==> src/rtl/btn_event_decoder_if.sv <==
// rtl/btn_event_decoder_if.sv - button level in, user event pulses out
interface btn_event_decoder_if;
    logic btn_level;
    logic enable;
    logic short_press;
    logic double_click;
    logic long_press;
    logic repeat_tick;
    logic held;

    modport master (
        output btn_level,
        output enable,
        input  short_press,
        input  double_click,
        input  long_press,
        input  repeat_tick,
        input  held
    );

    modport slave (
        input  btn_level,
        input  enable,
        output short_press,
        output double_click,
        output long_press,
        output repeat_tick,
        output held
    );
endinterface

==> src/rtl/btn_event_decoder.sv <==
// rtl/btn_event_decoder.sv - debounced button level to short/double/long/repeat event pulses
module btn_event_decoder #(
    parameter int LONG_TIME   = 1_000_000,
    parameter int REPEAT_TIME = 200_000,
    parameter int DCLICK_TIME = 300_000,
    parameter bit DCLICK_EN   = 1'b1,
    parameter int CNT_W       = 20
) (
    input  logic          clk,
    input  logic          rst_n,
    btn_event_decoder_if.slave bus
);

    localparam logic [CNT_W-1:0] LONG_LAST   = CNT_W'(LONG_TIME - 1);
    localparam logic [CNT_W-1:0] REPEAT_LAST = CNT_W'(REPEAT_TIME - 1);
    localparam logic [CNT_W-1:0] DCLICK_LAST = CNT_W'(DCLICK_TIME - 1);

    typedef enum logic [2:0] {
        S_IDLE,
        S_PRESSED,
        S_LONG,
        S_WAIT2,
        S_WAIT_REL
    } state_t;

    state_t           state_q, state_d;
    logic [CNT_W-1:0] cnt_q, cnt_d;
    logic             btn_q;
    logic             rise, fall;
    logic             short_d, dbl_d, long_d, rep_d, held_d;

    assign rise = bus.btn_level & ~btn_q;
    assign fall = ~bus.btn_level & btn_q;

    always_comb begin
        state_d = state_q;
        cnt_d   = cnt_q + 1'b1;
        short_d = 1'b0;
        dbl_d   = 1'b0;
        long_d  = 1'b0;
        rep_d   = 1'b0;

        case (state_q)
            S_IDLE: begin
                cnt_d = '0;
                if (rise) state_d = S_PRESSED;
            end
            S_PRESSED: begin
                // a release on the final count still counts as a short press
                if (fall) begin
                    if (DCLICK_EN) begin
                        state_d = S_WAIT2;
                    end else begin
                        state_d = S_IDLE;
                        short_d = 1'b1;
                    end
                end else if (cnt_q == LONG_LAST) begin
                    state_d = S_LONG;
                    long_d  = 1'b1;
                end
            end
            S_LONG: begin
                if (fall) begin
                    state_d = S_IDLE;
                end else if (cnt_q == REPEAT_LAST) begin
                    rep_d = 1'b1;
                    cnt_d = '0;
                end
            end
            S_WAIT2: begin
                if (rise) begin
                    state_d = S_WAIT_REL;
                    dbl_d   = 1'b1;
                end else if (cnt_q == DCLICK_LAST) begin
                    state_d = S_IDLE;
                    short_d = 1'b1;
                end
            end
            S_WAIT_REL: begin
                cnt_d = '0;
                if (fall) state_d = S_IDLE;
            end
            default: begin
                state_d = S_IDLE;
                cnt_d   = '0;
            end
        endcase

        if (state_d != state_q) cnt_d = '0;

        if (!bus.enable) begin
            state_d = S_IDLE;
            cnt_d   = '0;
            short_d = 1'b0;
            dbl_d   = 1'b0;
            long_d  = 1'b0;
            rep_d   = 1'b0;
        end

        held_d = (state_d == S_LONG);
    end

    // btn_q resets high so a button held through reset never looks like a new press
    always_ff @(posedge clk or negedge rst_n) begin
        if (!rst_n) begin
            state_q          <= S_IDLE;
            cnt_q            <= '0;
            btn_q            <= 1'b1;
            bus.short_press  <= 1'b0;
            bus.double_click <= 1'b0;
            bus.long_press   <= 1'b0;
            bus.repeat_tick  <= 1'b0;
            bus.held         <= 1'b0;
        end else begin
            state_q          <= state_d;
            cnt_q            <= cnt_d;
            btn_q            <= bus.btn_level;
            bus.short_press  <= short_d;
            bus.double_click <= dbl_d;
            bus.long_press   <= long_d;
            bus.repeat_tick  <= rep_d;
            bus.held         <= held_d;
        end
    end

endmodule
==> src/flat_wrapper.sv <==
// flat-port wrapper written by rule: the top's interface ports become plain ports
module btn_event_decoder_flat 
#(
    parameter int LONG_TIME   = 1_000_000,
    parameter int REPEAT_TIME = 200_000,
    parameter int DCLICK_TIME = 300_000,
    parameter bit DCLICK_EN   = 1'b1,
    parameter int CNT_W       = 20
)
  (clk, rst_n, bus_btn_level, bus_enable, bus_short_press, bus_double_click, bus_long_press, bus_repeat_tick, bus_held);
  btn_event_decoder_if bus_i ();
  input  logic clk;
  input  logic rst_n;
  input wire logic [$bits(bus_i.btn_level)-1:0] bus_btn_level;
  input wire logic [$bits(bus_i.enable)-1:0] bus_enable;
  output wire logic [$bits(bus_i.short_press)-1:0] bus_short_press;
  output wire logic [$bits(bus_i.double_click)-1:0] bus_double_click;
  output wire logic [$bits(bus_i.long_press)-1:0] bus_long_press;
  output wire logic [$bits(bus_i.repeat_tick)-1:0] bus_repeat_tick;
  output wire logic [$bits(bus_i.held)-1:0] bus_held;
  assign bus_i.btn_level = bus_btn_level;
  assign bus_i.enable = bus_enable;
  assign bus_short_press = bus_i.short_press;
  assign bus_double_click = bus_i.double_click;
  assign bus_long_press = bus_i.long_press;
  assign bus_repeat_tick = bus_i.repeat_tick;
  assign bus_held = bus_i.held;
  btn_event_decoder #(.LONG_TIME(LONG_TIME), .REPEAT_TIME(REPEAT_TIME), .DCLICK_TIME(DCLICK_TIME), .DCLICK_EN(DCLICK_EN), .CNT_W(CNT_W)) u_core (.clk(clk), .rst_n(rst_n), .bus(bus_i));
endmodule
==> config.mk <==
export PLATFORM = sky130hd
export DESIGN_NAME = btn_event_decoder_flat
export DESIGN_NICKNAME = d
export VERILOG_FILES = /design/src/rtl/btn_event_decoder_if.sv /design/src/rtl/btn_event_decoder.sv /design/src/flat_wrapper.sv
export SDC_FILE = /design/constraint.sdc
export NUM_CORES = 1
export LEC_CHECK = 0
export ABC_CLOCK_PERIOD_IN_PS = 2700
export CORE_MARGIN = 2
export CORE_UTILIZATION = 45
export CTS_CLUSTER_SIZE = 14
export DETAILED_ROUTE_END_ITERATION = 10
export GPL_TIMING_DRIVEN = 0
export MAX_ROUTING_LAYER = met4
export RECOVER_POWER = 25
export SLEW_MARGIN = 10
export SYNTH_ARGS = -nofsm -noshare
export SYNTH_HDL_FRONTEND = slang
export SYNTH_SLANG_ARGS = --single-unit
==> constraint.sdc <==
create_clock -name clk -period 2.7 [get_ports clk]
set_input_delay 0.81 -clock clk [delete_from_list [all_inputs] [get_ports clk]]
set_output_delay 0.81 -clock clk [all_outputs]
set_load 0.05 [all_outputs]
[Yosys cells after proc, flatten, opt, wreduce, memory -nomap -nowiden]
Index checks and enable logic that the tools add are counted.
Cells by class
  add/subtract/negate cells: 1
  eq/ne operators: 9
  muxes and demuxes: 28
  bitwise logic cells: 4
  reductions and logical operators: 3
Operator list (count)
  2-to-1 mux 20 bit: 4
  case mux 20 bit (2 select lines): 1
  2-to-1 mux 3 bit: 7
  adder 20 x 1 -> 20 bit (second input constant): 1
  == test 20 x 18 -> 1 bit (second input constant): 1
  == test 20 x 19 -> 1 bit (second input constant): 1
  == test 20 bit (second input constant): 1
  2-to-1 mux 1 bit: 15
  case mux 3 bit (4 select lines): 1
  == test 3 x 2 -> 1 bit (second input constant): 3
  OR reduction 2 bit: 2
  == test 3 x 1 -> 1 bit (second input constant): 1
  == test 3 bit (second input constant): 1
  zero test 3 bit: 1
  != test 3 bit: 1
  bitwise AND 1 bit: 2
  inverter 1 bit: 2
Word-level totals
  register bits: 29
  input port bits: 4
  output and inout bits: 5
  word-level logic and storage cells: 53

[Longest topological paths before layout]
  word-level depth: 7
  mapped depth: 8

[Worst setup path after synthesis]
No wires, ideal clock.
  path type: reg-to-reg
  start: register u_core.cnt_q[0]
  end: register u_core.state_q[0]
  setup time: 0.122 ns
  arrival time: 1.903 ns
  data required time: 2.578 ns
  path slack: 0.675 ns
  cell stages (with the launch flop): 8
  buffers on the path: 1
  period minus slack after synthesis: 2.025 ns
  cells stage by stage: dfrtp_1 ha_1 and4_1 buf_6 nand4_4 or4_4 a211o_1 nor2b_1
Between the ends
  word-level cells in the longest chain between the ends: 5
  elaborated cells on any way between the ends: 8
RTL lines
  from (decl): RTL line btn_event_decoder.sv:27  | logic [CNT_W-1:0] cnt_q, cnt_d;
  from (signal assigned): RTL line btn_event_decoder.sv:116  | cnt_q <= cnt_d;
  == test 20 x 19 -> 1 bit / == test 20 bit (equally long branches): RTL line btn_event_decoder.sv:74, btn_event_decoder.sv:57
  2-to-1 mux 3 bit (on tied branches): RTL line btn_event_decoder.sv:74, btn_event_decoder.sv:57
  2-to-1 mux 3 bit (on tied branches): RTL line btn_event_decoder.sv:71, btn_event_decoder.sv:50
  case mux 3 bit (4 select lines) *: RTL line btn_event_decoder.sv:43  | case (state_q)
  2-to-1 mux 3 bit *: RTL line btn_event_decoder.sv:91  | if (!bus.enable) begin
  via u_core.state_d[0]: RTL line btn_event_decoder.sv:26  | state_t state_q, state_d;
  to (signal assigned): RTL line btn_event_decoder.sv:115  | state_q <= state_d;
  to (decl): RTL line btn_event_decoder.sv:26
The timed path passes the listed nets; every way through them passes the cells marked *.

[Worst setup path after layout]
  start: input port bus_btn_level
  end: register u_core.cnt_q[6]
Between the ends
  word-level cells in the longest chain between the ends: 7
  elaborated cells on any way between the ends: 13
RTL lines
  from (decl): RTL line flat_wrapper.sv:14  | input wire logic [$bits(bus_i.btn_level)-1:0] bus_btn_level;
  inverter 1 bit: RTL line btn_event_decoder.sv:33  | assign fall = ~bus.btn_level & btn_q;
  bitwise AND 1 bit: RTL line btn_event_decoder.sv:33
  2-to-1 mux 3 bit (on tied branches): RTL line btn_event_decoder.sv:63, btn_event_decoder.sv:81, btn_event_decoder.sv:50
  case mux 3 bit (4 select lines): RTL line btn_event_decoder.sv:43
  != test 3 bit: RTL line btn_event_decoder.sv:89  | if (state_d != state_q) cnt_d = '0;
  2-to-1 mux 20 bit *: RTL line btn_event_decoder.sv:89
  2-to-1 mux 20 bit *: RTL line btn_event_decoder.sv:91
  via u_core.cnt_d[6]: RTL line btn_event_decoder.sv:27
Marked as above.

==> metrics.yaml <==
clockBufferDepth: 2
slew_headroom_pct: -3.55
path_common_cell: "nand2b_1"
io_pins: 9
required_ns: 2.92
path_delay_family: "buffers and inverters"
port_buffers: 8
cts_resized: 0
cts_tree: "done"
synthesis.nets: 159
final.setup.worst_slack_ns: 0.390
hold_viol_final: 0
drt-initial-drc-count: 65
seq_area_um2: 727
async_reset_ff_share_pct: 100
clk_latency_ns: 0.33
synth_top_area_share_pct: 45.8
grt_max_degree: 30
route.vias.total: 1176
syn_area_um2: 1530
grt-ovfl-total: 0
rsz0062_at_grt: "no"
finClkSkew_ns: 0.00423
cp_slowest_cell: "clkdlybuf4s50_1"
cp.arrival_ns: 2.53
track_usage_pct: 18.4
ys_seq_elements: 29
fillers: 324
clk_pin_slew_ns: 0.09
worst_slew_pin_slew_ns: 1.55
powerDensity_nw_per_um2: 456
final.setup.tns_ns: 0
insertedDiodeCount: 0
die-area_um2: 3880
start_util_pct: 46.2
ir_drop_uv: 211
wire_per_inst_um: 14.1
drc: 0
path_cells: "clkdlybuf4s50_1 -> nand2b_1 -> nand2b_1 -> o41a_1 -> a2bb2oi_1 -> buf_2 -> nor2_1"
crit_fanout: 10
drive_gt1_share_pct: 11.2
core_area_um2: 3310
antenna_left: 0
num-nets-final: 174
ctsHoldBuffers: 0
syn_inst: 154
syn_area_per_cell_um2: 9.94
pre_cts_ws_ns: 0.0324
yosysTopAreaCell: "dfrtp_1"
finalCriticalPeriod_ns: 2.31
die_h_um: 62.3
ctsHtreeMaxLevel: 2
fp.dieW_um: 62.3
numClockSinks: 29
synth_edf_count: 0
yosysSeqAreaShare_pct: 47.5
areaGrowthSynthToFinish_pct: 13.2
cpPeakStageDelay_ns: 0.51
routabilityCongestion: 0.790
maxCapViolCount: 1
slew_violations: 30
drt_pre_antenna_iters: 4
violations: "max-capacitance violations, max-slew violations"
rows: 21
cts-root-buf: "clkbuf_4"
min_path_type: "flip-flop to flip-flop"
power.leakage_uw: 0.000672
holdWs_ns: 0.499
wl_um: 3050
post-cts-setup-buffers: 0
cts_buffers: 5
dp_hpwl_um: 2120
yosysWarnings: 0
whs_path_depth: 1
antenna_found_initial: 0
start_kind: "primary input"
path_depth: 7
multi_input_area_um2: 756
path_buf_inv: 2
post-route-util_pct: 52.3
crit_type: "primary input to flip-flop"
ys_top_cells_by_area: "dfrtp_1 (46%), xnor2_1 (6.9%), nor2_1 (6.4%)"
synth_ff_type: "dfrtp_1"
cp-end-kind: "flip-flop"
setup_viol: 0
grt_pass1_wl_um: 5330
r2r.worst_path.cells: 6
timing.final.crit_share_pct: 85.5
fmax_mhz: 433
status: "complete, but fails checks"
grt_pass1_vias: 1178
synth_cell_types: 38
detail_route.vias_per_cell: 5.44
cell usage after synthesis, drive strengths merged, types with 2 or more instances:
master	instances
inv	4
and4	4
nand2	7
or4	2
nor3	7
buf	4
nor2b	7
nor2	26
o21a	2
xor2	6
nor4	5
xnor2	12
nand3	9
nand2b	4
dfrtp	28
or3	2
nand4	7
sequential cells by signal (all words and copies together) (netlist names):
name / count
u_core.bus.held: 1
u_core.bus.double_click: 1
u_core.bus.long_press: 1
u_core.state_q: 3
u_core.btn_q: 1
u_core.bus.repeat_tick: 1
u_core.bus.short_press: 1
u_core.cnt_q: 20
layout make-up:
class / count / share of cell area, %
buffer: 4 / 1.88
clock buffer: 7 / 3.76
clock inverter: 1 / 0.289
inverter: 4 / 0.867
multi-input combinational: 117 / 43.6
sequential: 29 / 42.0
tap: 46 / 3.32
timing repair buffer: 8 / 4.26
per-layer routing:
layer	wire length (µm)	up-vias	GRT usage (%)	part of all wire, %
met4	103	0	11.1	3.4
met5	0	-	-	0
met1	1400	571	20.8	46
met2	1430	21	28.7	47
li1	-	575	-	-
met3	120	9	5.62	3.9
cells by family after synthesis:
kind of cell    after synthesis  share of synthesized area, %
simple gates                 88                          33.2
flops                        29                          47.5
xor+xnor                     18                          10.3
compound gates               10                          5.07
buf+inv                       8                          3.11
fa+ha+maj                     1                         0.818
path summary, 6_finish.rpt:
kind | slack [ns] | startpoint | to
hold / removal | 0.50 | u_core.cnt_q[0] | u_core.cnt_q[0]
max in group asynchronous | 0.95 | rst_n | u_core.cnt_q[10]
hold reg to reg | 0.50 | u_core.cnt_q[0] | u_core.cnt_q[0]
setup reg to reg | 0.51 | u_core.cnt_q[5] | u_core.state_q[0]
min in group asynchronous | 0.84 | rst_n | u_core.bus.long_press
setup / recovery | 0.39 | bus_btn_level | u_core.cnt_q[6]
placed cells by master (no fill, tap or decap), types with 4 or more instances in the layout:
cell,count
clkbuf_4,5
inv_1,4
xnor2_1,12
clkdlybuf4s50_1,7
nor2_1,26
nand3_1,9
dfrtp_1,28
nand4_1,6
xor2_1,6
nor3_1,6
nand2_1,7
nor4_1,5
nand2b_1,4
nor2b_1,7
and4_1,4
power by group:
group / internal, µW / switching (µW) / leakage [µW] / total (µW)
Clock: 151 / 154 / 0.0000413 / 304
Combinational: 15.0 / 27.7 / 0.000230 / 42.7
Sequential: 438 / 4.68 / 0.000401 / 443
through the flow:
step	power [µW]	area (µm²)	instances
final	790	1730	216
after global routing	830	1730	216
after CTS	803	1730	216
after detailed placement	496	1660	208
after global placement	496	1670	208
after floorplan	475	1530	154
Note: power is estimated with default switching activity, not from simulation.
==> edit 1, RTL diff (same flow settings) <==
`CNT_W` is set to 20 in 2 places; all go to 10.
--- a/src/rtl/btn_event_decoder.sv
+++ b/src/rtl/btn_event_decoder.sv
@@ -4,7 +4,7 @@
     parameter int REPEAT_TIME = 200_000,
     parameter int DCLICK_TIME = 300_000,
     parameter bit DCLICK_EN   = 1'b1,
-    parameter int CNT_W       = 20
+    parameter int CNT_W       = 10
 ) (
     input  logic          clk,
     input  logic          rst_n,
--- a/src/flat_wrapper.sv
+++ b/src/flat_wrapper.sv
@@ -5,7 +5,7 @@
     parameter int REPEAT_TIME = 200_000,
     parameter int DCLICK_TIME = 300_000,
     parameter bit DCLICK_EN   = 1'b1,
-    parameter int CNT_W       = 20
+    parameter int CNT_W       = 10
 )
   (clk, rst_n, bus_btn_level, bus_enable, bus_short_press, bus_double_click, bus_long_press, bus_repeat_tick, bus_held);
   btn_event_decoder_if bus_i ();
Behaviour: no difference found for any inputs over 10 cycles, from zero or initial values and one cycle with rst_n low; that may be too few to reach the edited logic, so the function may still have changed.
==> edit 1 against the original RTL <==
Cell area down 32%. Sequential cell count down 10. Sequential share of layout area down 1.8 points. Setup slack better by 72 ps. Power down 40%. Count of clock-buffer cells in the layout down 3. Highest routed layer unchanged. Largest power group unchanged. Area after synthesis down 32%. Wire length down 40%. Clock power down 53%.
==> edit 1: results (changes against the original RTL) <==
Most used DFF post-synth=dfrtp_1 (unchanged); PostCTS Resize Cnt=0 (unchanged); Worst path top cell family by delay=buffers and inverters (unchanged); FF-to-FF Start=u_core.cnt_q[0] (was u_core.cnt_q[5]); status=completed (was complete, but fails checks); clock-pin slew on the worst setup and hold paths=100 ps; clk root buf=clkbuf_4 (unchanged); Post-CTS Setup Bufs=0 (unchanged); dpl cell area=1160 um^2 (was 1660 um^2); Initial DRC Count=14 (was 65); Nets=111 (was 174); sw power=113 uW (was 186 uW); CP Capture Point=bus_repeat_tick (was u_core.cnt_q[6]); Vias per Instance=5.49 (was 5.44); slowest stage delay, CP=790 ps (was 510 ps); Syn Inst Count=93 (was 154); CP startpoint=u_core.bus.repeat_tick (was bus_btn_level); H-Tree Depth=1 (was 2); Total GRT Usage=17.0% (was 18.4%); Yosys warnings=0 (unchanged); Synthesized Nets=98 (was 159); Commonest cells post-synth=dfrtp_1 (18), nor3_2 (9), nand2_1 (7), xor2_1 (6) (was dfrtp_1 (28), nor2_1 (26), xnor2_1 (12), nand3_1 (9)); initial antenna violation count=0 (unchanged); Reg-to-Reg End=u_core.cnt_q[9] (was u_core.state_q[0]); dpl hpwl=1330 um (was 2120 um); Num CTS Buffers=3 (was 5); GPL Wtd Cong=0.796 (was 0.790); DR vias=730 (was 1,176); leakage=0.464 nW (was 0.672 nW); Peak VDD IR=0.000371 V (was 0.000211 V); Final Skew=3.73 ps (was 4.23 ps); largest net degree at the start of global routing=20 (was 30); Critical-path top delay cell=clkdlybuf4s50_1 (unchanged); DP Cell Count=129 (was 208); fillcell total=219 (was 324); worst slew pin tran=799 ps (was 1550 ps); Regs by FF count=u_core.cnt_q (10), u_core.state_q (3) (was u_core.cnt_q (20), u_core.state_q (3)); clock latency at the later pin of the worst-skew pair=300 ps (was 330 ps); Max clock buf depth=2 (unchanged); drt pass-1 iters=4 (unchanged); Max FO, Critical Path=1 (was 10); worst min-delay path category=register to register (unchanged); vias in the first global route=668 (was 1,178); Port Buffer Count=8 (unchanged); Synth cell types=33 (was 38); global-route wire length before repair=3150 um (was 5330 um); layout cells sized above 1=24.8% (was 11.2%); Arr. time, crit path=1430 ps (was 2530 ps); ANT cells=0 (unchanged); Register-to-Register Path Depth=6 (unchanged); Synth area leaders=dfrtp_1 (43%), nor3_2 (8.6%), xor2_1 (5.0%), nand4_1 (3.0%), dfstp_2 (2.5%) (was dfrtp_1 (46%), xnor2_1 (6.9%), nor2_1 (6.4%), xor2_1 (3.4%), nand3_1 (2.9%)); r2r setup slk=750 ps (was 510 ps); Seq/Total Area, Yosys=45.6% (was 47.5%); total wire length=1840 um (was 3050 um); ys async rst share=100% (unchanged)
[edit 1: worst min path at each step]
stage | startpoint | endpoint | slack [ps] | cells past startpoint
after floorplan | u_core.cnt_q[0] | u_core.cnt_q[0] | 490 | 1
after global placement | u_core.cnt_q[0] | u_core.cnt_q[0] | 520 | 1
after detailed placement | u_core.cnt_q[0] | u_core.cnt_q[0] | 530 | 1
after CTS | u_core.cnt_q[0] | u_core.cnt_q[0] | 550 | 1
after global routing | u_core.cnt_q[0] | u_core.cnt_q[0] | 580 | 1
final | u_core.cnt_q[0] | u_core.cnt_q[0] | 540 | 1
[edit 1: stage by stage]
step / total power [mW] / utilization, % / setup WS [ps]
3_5_place_dp: 0.339 / 52.4 / 225
2_1_floorplan: 0.322 / - / 865
5_1_grt: 0.500 / 53.6 / 378
6_report: 0.475 / 53.6 / 462
3_3_place_gp: 0.338 / 52.4 / 244
4_1_cts: 0.483 / 53.6 / 442
[edit 1: power by group through the flow]
stage	clock network (mW)	registers, mW	logic (mW)
floorplan	0	0.299	0.0233
global placement	0	0.298	0.0399
detailed placement	0	0.298	0.0402
CTS	0.150	0.293	0.0402
global route	0.163	0.294	0.0435
finish	0.143	0.293	0.0389
[edit 1: cell type report]
class                           count  area (um^2)  share of cell area [%]
Buffer                              2         16.3                    1.37
Clock buffer                        4         26.3                    2.22
Inverter                            4         15.0                    1.27
Multi-Input combinational cell     68          537                    45.3
Sequential cell                    19          477                    40.2
Tap cell                           28         35.0                    2.95
Timing Repair Buffer                8         80.1                    6.75
[edit 1: cells by family (layout without fill, tap and decap cells)]
| kind of cell | Yosys count | in the layout | share of synthesized area [%] |
|---|---|---|---|
| compound gates | 9 | 9 | 9.46 |
| flops | 19 | 19 | 45.6 |
| xor+xnor | 8 | 8 | 6.71 |
| simple gates | 49 | 49 | 32.9 |
| mux | 1 | 1 | 1.08 |
| fa+ha+maj | 1 | 1 | 1.20 |
| buf+inv | 6 | 18 | 2.99 |
[edit 1: metal layers]
metal  vias to the layer above  part of all wire, %  global-route usage [%]
met1                       353                   49                    22.8
met4                         0                  2.3                    7.69
met3                         4                  4.6                    6.00
met2                        14                   44                    23.0
li1                        359                    -                       -
met5                         -                    0                       -
==> edit 2, RTL diff (config.mk and constraints unchanged) <==
Made on the original files. Encoding of `state_t`: now one-hot (5 bits for 5 states).
--- a/src/rtl/btn_event_decoder.sv
+++ b/src/rtl/btn_event_decoder.sv
@@ -15,12 +15,12 @@
     localparam logic [CNT_W-1:0] REPEAT_LAST = CNT_W'(REPEAT_TIME - 1);
     localparam logic [CNT_W-1:0] DCLICK_LAST = CNT_W'(DCLICK_TIME - 1);
 
-    typedef enum logic [2:0] {
-        S_IDLE,
-        S_PRESSED,
-        S_LONG,
-        S_WAIT2,
-        S_WAIT_REL
+    typedef enum logic [4:0] {
+        S_IDLE     = 5'b00001,
+        S_PRESSED  = 5'b00010,
+        S_LONG     = 5'b00100,
+        S_WAIT2    = 5'b01000,
+        S_WAIT_REL = 5'b10000
     } state_t;
 
     state_t           state_q, state_d;
Behaviour: no difference found for any inputs over 10 cycles, from zero or initial values and one cycle with rst_n low; not proved beyond that.
==> edit 2 against the original RTL <==
The flow still finishes with violations (capacitance limit, slew limit). Wire length is 10% higher. Setup slack worse by 250 ps. Cell area is 7.5% higher. Area after synthesis up 8.3%. Power is 7.6% higher. Sequential cell count rose by 2. Clock skew decreased by 0.56 ps.
==> edit 2: results (changes against the original RTL) <==
status=complete, but fails checks (unchanged); failing checks=capacitance limit, slew limit (unchanged); DR vias=1,335 (was 1,176); Post-Route M1 WL=1530 um (was 1400 um); dpl hpwl=2460 um (was 2120 um); adder-cell share of the synthesized area=0.755% (was 0.818%); clock latency at the later pin of the worst-skew pair=280 ps (was 330 ps); Synth Area in Compound Gates=5.06% (was 5.07%); Nets=192 (was 174); minimum clock period=2560 ps (was 2310 ps); multiplexer area fraction after synthesis=1.36% (was 0%); Vias per Instance=5.66 (was 5.44); DR WL met3=103 um (was 120 um); global-route wire length before repair=6070 um (was 5330 um); FF-to-FF Start=u_core.cnt_q[6] (was u_core.cnt_q[5]); layout cells sized above 1=7.98% (was 11.2%); Port Buffer Count=7 (was 8); GPL Wtd Cong=0.798 (was 0.790); fillcell total=344 (was 324); Total GRT Usage=19.7% (was 18.4%); Post-Synth XOR/XNOR Area=10.0% (was 10.3%); Reg-to-Reg End=u_core.cnt_q[10] (was u_core.state_q[0]); CP Capture Point=u_core.cnt_q[10] (was u_core.cnt_q[6]); pre-CTS setup slack=-125 ps (was 32.4 ps); WL met2=1670 um (was 1430 um); leakage=0.717 nW (was 0.672 nW); hold slack final=508 ps (was 499 ps); Slew Viols, Final=32 (was 30); Peak VDD IR=0.000245 V (was 0.000211 V); clk root buf=clkbuf_8 (was clkbuf_4); Regs by FF count=u_core.cnt_q (20), u_core.state_q (5) (was u_core.cnt_q (20), u_core.state_q (3)); routed len/inst=14.2 um (was 14.1 um); dpl cell area=1780 um^2 (was 1660 um^2); Commonest cells post-synth=dfrtp_1 (29), nor2_1 (27), xor2_1 (13), nand3_1 (10) (was dfrtp_1 (28), nor2_1 (26), xnor2_1 (12), nand3_1 (9)); Synthesized Nets=178 (was 159); Arr. time, crit path=2720 ps (was 2530 ps); max-cap viol count=1 (unchanged); Synth cell types=34 (was 38); Initial DRC Count=92 (was 65); switching share of total power=21.8% (was 23.5%); r2r setup slk=240 ps (was 510 ps)
[edit 2: critical path: stages]
cell,delay [ps]
clkdlybuf4s50_1,550
nand2b_1,300
nand4_1,160
or4_1,510
nand4_1,160
buf_6,170
nor2_1,60
[edit 2: power by group through the flow]
stage | Sequential, mW | Combinational, mW | Clock [mW]
4_1_cts | 0.475 | 0.0385 | 0.349
5_1_grt | 0.475 | 0.0425 | 0.379
3_3_place_gp | 0.483 | 0.0380 | 0
2_1_floorplan | 0.482 | 0.0216 | 0
6_report | 0.475 | 0.0375 | 0.337
3_5_place_dp | 0.483 | 0.0383 | 0
[edit 2: layout make-up]
class,count,area (um^2),area share (%)
buffer,4,30.0,1.61
clock buffer,8,80.1,4.30
inverter,5,18.8,1.01
multi-input combinational,133,831,44.6
sequential,31,778,41.8
tap,48,60.1,3.23
timing repair buffer,7,63.8,3.43
[edit 2: routing by layer]
layer	up-vias	GRT usage, %
li1	644	-
met1	665	24.3
met2	19	30.6
met3	7	5.90
met4	0	7.98
met5	-	-
